[src/rtl/cpu_ctrl_pkg.sv]
// cpu_ctrl_pkg: shared pipeline-control types, defaults and the register-dependence helper.
package cpu_ctrl_pkg;
  typedef enum logic {RUN, MD_WAIT} state_t;
  localparam int MD_LATENCY_DEF = 4;
  localparam logic [4:0] REG_ZERO = 5'd0;
  function automatic logic reg_match(
    input logic [4:0] rs,
    input logic [4:0] rt,
    input logic use_rs,
    input logic use_rt,
    input logic [4:0] x
  );
    return (x != REG_ZERO) && ((use_rs && rs == x) || (use_rt && rt == x));
  endfunction
endpackage

[src/rtl/hazard_detect.sv]
// hazard_detect: RAW stall term from ID-vs-EX/MEM register compares; HAZARD_FORWARD_EN limits it to load-use.
module hazard_detect
  import cpu_ctrl_pkg::*;
(
  input  logic [4:0] id_rs,
  input  logic [4:0] id_rt,
  input  logic       id_use_rs,
  input  logic       id_use_rt,
  input  logic [4:0] ex_rd,
  input  logic       ex_regwrite,
  input  logic       ex_memread,
  input  logic [4:0] mem_rd,
  input  logic       mem_regwrite,
  output logic       raw_stall
);
  logic ex_hit;
  assign ex_hit = ex_regwrite && reg_match(id_rs, id_rt, id_use_rs, id_use_rt, ex_rd);
`ifdef HAZARD_FORWARD_EN
  logic unused_mem;
  assign unused_mem = ^{mem_rd, mem_regwrite};
  assign raw_stall = ex_memread && ex_hit;
`else
  // WB conflicts are covered by the first-half-cycle register-file write.
  logic unused_load;
  assign unused_load = ex_memread;
  assign raw_stall = ex_hit || (mem_regwrite && reg_match(id_rs, id_rt, id_use_rs, id_use_rt, mem_rd));
`endif
endmodule

[src/rtl/hazard_ctrl.sv]
// hazard_ctrl: PC/IF/ID/ID/EX/EX/MEM advance-hold-flush sequencing for the five-stage core (option: HAZARD_FORWARD_EN).
module hazard_ctrl
  import cpu_ctrl_pkg::*;
#(
  parameter int MD_LATENCY = MD_LATENCY_DEF,
  localparam int CNT_W = $clog2(MD_LATENCY) + 1
) (
  input  logic       clk,
  input  logic       rst,
  input  logic [4:0] id_rs,
  input  logic [4:0] id_rt,
  input  logic       id_use_rs,
  input  logic       id_use_rt,
  input  logic       id_jump,
  input  logic [4:0] ex_rd,
  input  logic       ex_regwrite,
  input  logic       ex_memread,
  input  logic       ex_md_start,
  input  logic       ex_branch_taken,
  input  logic [4:0] mem_rd,
  input  logic       mem_regwrite,
  output logic       pc_write,
  output logic       ifid_write,
  output logic       ifid_flush,
  output logic       idex_write,
  output logic       idex_bubble,
  output logic       exmem_bubble,
  output logic       md_busy
);
  localparam logic MD_MULTI = MD_LATENCY > 1;
  state_t state;
  logic [CNT_W-1:0] md_cnt;
  logic raw_stall, md_hold, advance;
  hazard_detect u_detect (
    .id_rs(id_rs),
    .id_rt(id_rt),
    .id_use_rs(id_use_rs),
    .id_use_rt(id_use_rt),
    .ex_rd(ex_rd),
    .ex_regwrite(ex_regwrite),
    .ex_memread(ex_memread),
    .mem_rd(mem_rd),
    .mem_regwrite(mem_regwrite),
    .raw_stall(raw_stall)
  );
  assign md_hold = (state == RUN && ex_md_start && MD_MULTI) || (state == MD_WAIT && md_cnt != '0);
  always_ff @(posedge clk) begin
    if (rst) begin
      state   <= RUN;
      md_cnt  <= '0;
      md_busy <= 1'b0;
    end else if (state == RUN) begin
      if (ex_md_start && MD_MULTI) begin
        state   <= MD_WAIT;
        md_cnt  <= CNT_W'(MD_LATENCY - 2);
        md_busy <= 1'b1;
      end
    end else if (md_cnt != '0) begin
      md_cnt <= md_cnt - CNT_W'(1);
    end else begin
      state   <= RUN;
      md_busy <= 1'b0;
    end
  end
  // A taken branch overrides a RAW stall; a jump only acts when no stall.
  assign advance      = !rst && !md_hold && (ex_branch_taken || !raw_stall);
  assign pc_write     = advance;
  assign ifid_write   = advance;
  assign ifid_flush   = rst || (!md_hold && (ex_branch_taken || (!raw_stall && id_jump)));
  assign idex_write   = rst || !md_hold;
  assign idex_bubble  = rst || (!md_hold && (ex_branch_taken || raw_stall));
  assign exmem_bubble = !rst && md_hold;
endmodule

[config.mk]
export PLATFORM = sky130hd
export DESIGN_NAME = hazard_ctrl
export DESIGN_NICKNAME = d
export VERILOG_FILES = /design/src/rtl/cpu_ctrl_pkg.sv /design/src/rtl/hazard_detect.sv /design/src/rtl/hazard_ctrl.sv
export SDC_FILE = /design/constraint.sdc
export NUM_CORES = 1
export LEC_CHECK = 0
export ABC_AREA = 1
export BUFFER_PORTS_ARGS = -buffer_cell sky130_fd_sc_hd__buf_4
export CORE_UTILIZATION = 44
export DETAILED_ROUTE_END_ITERATION = 10
export GPL_ROUTABILITY_DRIVEN = 0
export GPL_TIMING_DRIVEN = 0
export PLACE_DENSITY = 0.88
export SETUP_SLACK_MARGIN = 0.3
export SLEW_MARGIN = 30
export SYNTH_ARGS = -nofsm -noshare
export SYNTH_HDL_FRONTEND = slang
export SYNTH_SLANG_ARGS = --single-unit
[constraint.sdc]
create_clock -name clk -period 1.65 [get_ports clk]
set_clock_uncertainty 0.2 [all_clocks]
set_input_delay 0.33 -clock clk [delete_from_list [all_inputs] [get_ports clk]]
set_output_delay 0.33 -clock clk [all_outputs]
set_load 0.02 [all_outputs]
==> tab_implementation.tex <==
\begin{tabular}{lr}
\hline
Metric & Value \\
\hline
\multicolumn{2}{l}{\textbf{Clocking}} \\
Clock insertion delay at the later pin of the skew report & 0.25 ns \\
Root Buffer & clkbuf\_4 \\
H-tree level count & 1 \\
Number of hold buffers added after cts & 0 \\
Maximum number of buffers from clock root to sink & 2 \\
CTS tree & done \\
Clock slew at the register clock pins of the worst setup and hold paths & 0.05 ns \\
Clock sink count & 5 \\
CTS buffer count & 3 \\
\multicolumn{2}{l}{\textbf{STA}} \\
Number of slew-limit violations in the final report & 0 \\
RSZ-0062 raised after global routing & yes \\
Setup\_tns & -2.233 ns \\
Final setup violation count & 8 \\
Count of endpoints failing hold in the final timing report & 0 \\
Worst hold slack & 0.1560 ns \\
Final worst-path cycle share & 124.8\% \\
Transition time at the pin with the least slew margin & between 0.2 and 0.25 ns \\
Max-slew headroom at the worst pin & 85.19\% \\
Setup WS post-layout & -0.4097 ns \\
Achievable Freq & $\sim$490 MHz \\
Min Tclk post-route & 2.060 ns \\
\multicolumn{2}{l}{\textbf{Routing}} \\
Iter 0 DRT Violations & 48 \\
WL final & 3402 um \\
Via count & 1,162 \\
Average wire per cell in the routed design & 16.20 um \\
Iteration count of the initial detailed-routing pass & 4 \\
Residual antenna-violating net count after detailed routing & 0 \\
Mean number of vias per cell & 5.533 \\
Residual DRC count & 0 \\
\multicolumn{2}{l}{\textbf{Setup path}} \\
Max FO, Critical Path & 4 \\
CP Capture Type & output port \\
Category of the most critical setup path & in -> out \\
Setup slack of the worst register-to-register path & -0.10 ns \\
Number of cells on the worst reg-to-reg path & 10 \\
Launching element of the worst setup path & mem\_rd[4] \\
Kind of launch point of the worst setup path & input port \\
WP data required & 1.12 ns \\
Startpoint of the worst register-to-register path & md\_cnt[0]\$\_SDFFE\_PP0P\_ \\
Endpoint of the most critical register-to-register path & md\_cnt[2]\$\_SDFFE\_PP0P\_ \\
Endpoint arrival time on the critical path & 1.53 ns \\
Capture point of the critical path & pc\_write \\
\multicolumn{2}{l}{\textbf{Placed design}} \\
Placed Instance Area & 1072 um2 \\
Post-DP HPWL & approximately 1800 um \\
Port buffer count & 35 \\
Post-place setup slack & -0.3860 ns \\
\multicolumn{2}{l}{\textbf{Final layout}} \\
Area overhead of the layout relative to synthesis & 91.40\% \\
Leading cell type in the layout, fill and taps excluded & nand2\_1 \\
Share of final-layout standard cells stronger than drive strength 1 & 57.73\% \\
Antenna diode instance count & 0 \\
Fin util & roughly nine tenths \\
Leading cell types in the layout, fill and taps excluded & nand2\_1, buf\_4, nand2\_2, buf\_6, nor2\_1 \\
Net total in the final layout & about 230 \\
Design area & about 1400 um2 \\
\multicolumn{2}{l}{\textbf{Run status}} \\
Outcome & finished with violations \\
Failing checks & negative setup slack \\
\multicolumn{2}{l}{\textbf{Power and ir drop}} \\
Power density over the cells & 557.0 nW/um2 \\
Maximum vdd ir drop & approximately 0.44 mV \\
Leakage power total & 0.7372 nW \\
\multicolumn{2}{l}{\textbf{Synthesis}} \\
Mapped Cells & 145 \\
Post-synth net total & 177 \\
Yosys warns & 0 \\
Simple-gate area share of the yosys netlist & 53.33\% \\
Xor/xnor cell area share of the yosys netlist & 0\% \\
Synthesized area per cell & 4.919 um2 \\
Proportion of synthesized area in mux cells & 0\% \\
Seq cells post-synth & 5 \\
Synth Area in Adders & 3.509\% \\
Dominant combinational cell family by area after synthesis & simple AND/OR/NAND/NOR gates \\
Sequential area share after synthesis & 14.04\% \\
Netlist Area Pre-Place & 713.2 um2 \\
Compound-Gate Fraction of Synth Area & 11.75\% \\
Number of unique standard cell types used by synthesis & 20 \\
\multicolumn{2}{l}{\textbf{Floorplan}} \\
Die outline height & about 42 um \\
Die X-Extent & roughly 42 um \\
Site row count & 14 \\
Die Area & 1786 um2 \\
Num ports & 37 \\
Initial cell density of the core & 47.34\% \\
Area of the core region & 1506 um2 \\
\multicolumn{2}{l}{\textbf{GRT}} \\
Grt met3 use & 4.310\% \\
Met2 global-route usage & 61.54\% \\
Vias in the first global route & approximately 1.1k \\
Grt met1 use & 30.87\% \\
Antenna violations before repair & 0 \\
Residual overflow from global routing & 0 \\
Largest net degree at the start of global routing & 7 \\
First-pass GRT wire length & 4236 um \\
Overall Global Routing Usage & 30.55\% \\
Highest-utilization routing layer at the global route stage & met2 \\
\multicolumn{2}{l}{\textbf{Job}} \\
Max-cap violations & 0 \\
\multicolumn{2}{l}{\textbf{Hold path}} \\
Worst hold path class & in -> reg \\
\hline
\end{tabular}
[worst min path at each step]
stage / start / endpoint / cells past startpoint
global route: rst / state$_SDFF_PP0_ / 2
floorplan: rst / state$_SDFF_PP0_ / 1
finish: rst / state$_SDFF_PP0_ / 2
detailed placement: md_cnt[0]$_SDFFE_PP0P_ / md_cnt[0]$_SDFFE_PP0P_ / 1
CTS: rst / state$_SDFF_PP0_ / 2
global placement: md_cnt[0]$_SDFFE_PP0P_ / md_cnt[0]$_SDFFE_PP0P_ / 1
[through the flow]
step | std cells | total power [mW]
floorplan | 145 | 0.3339
global placement | 196 | 0.4529
detailed placement | 196 | 0.4629
CTS | 205 | 0.6542
global route | 210 | 0.7867
finish | 210 | 0.7603
[sequential cells by signal, summed over array words and instances (netlist names)]
| register | flops |
|---|---|
| md_busy | 1 |
| md_cnt | 3 |
| state | 1 |
[worst max-delay path, cell delays in order]
cell and delay, ns:
buf_4 0.13, inv_2 0.05, nand2_1 0.08, nand2_1 0.11
nor2_1 0.07, nand3_1 0.08, nand2_1 0.05, nand2_1 0.08
nand2_2 0.07, nand2_2 0.09, nand2_2 0.07, nor2_4 0.13
buf_6 0.10, buf_6 0.10
[Yosys cell counts, drive strengths merged]
cell | count | share of area [%]
a21oi | 4 | 4.4
a31o | 1 | 1.2
a31oi | 1 | 0.88
buf | 1 | 1.1
dfxtp | 5 | 14
ha | 2 | 3.5
inv | 31 | 16
nand2 | 65 | 35
nand3 | 5 | 3.5
nand4 | 2 | 1.8
nor2 | 20 | 12
o211ai | 1 | 1.1
o21ai | 6 | 4.2
or2 | 1 | 0.88
[power by group]
group	internal, mW	switching (mW)	leakage [nW]
logic	0.220	0.239	0.680
registers	0.136	0.0106	0.0420
clock network	0.0923	0.0633	0.0150
[cell families after synthesis]
logic type,Yosys count
buffers and inverters,32
AOI/OAI and AO/OA,13
adders and majority gates,2
DFF,5
and+or+nand+nor,93
[metal layers]
metal  routed length [um]  vias to the layer above
met5                    0                        -
met4                  195                        0
met3                  241                       22
met2                 1771                       85
met1                 1194                      516
li1                     -                      539
[cell type report]
| cell class | count | area (um2) |
|---|---|---|
| Buffer | 1 | 11.26 |
| Clock buffer | 4 | 26.28 |
| Fill cell | 65 | 141.4 |
| Inverter | 31 | 166.4 |
| Multi-Input combinational cell | 108 | 591.8 |
| Sequential cell | 5 | 102.6 |
| Tap cell | 16 | 20.02 |
| Timing Repair Buffer | 45 | 446.7 |
[what timing repair did]
item | in CTS | in global routing
pin swaps | 21 | 27
setup buffers | 5 | 5
setup endpoints to repair | 8 | 10
gates resized for setup | 34 | 30
Power figures use the tool's default switching activity.
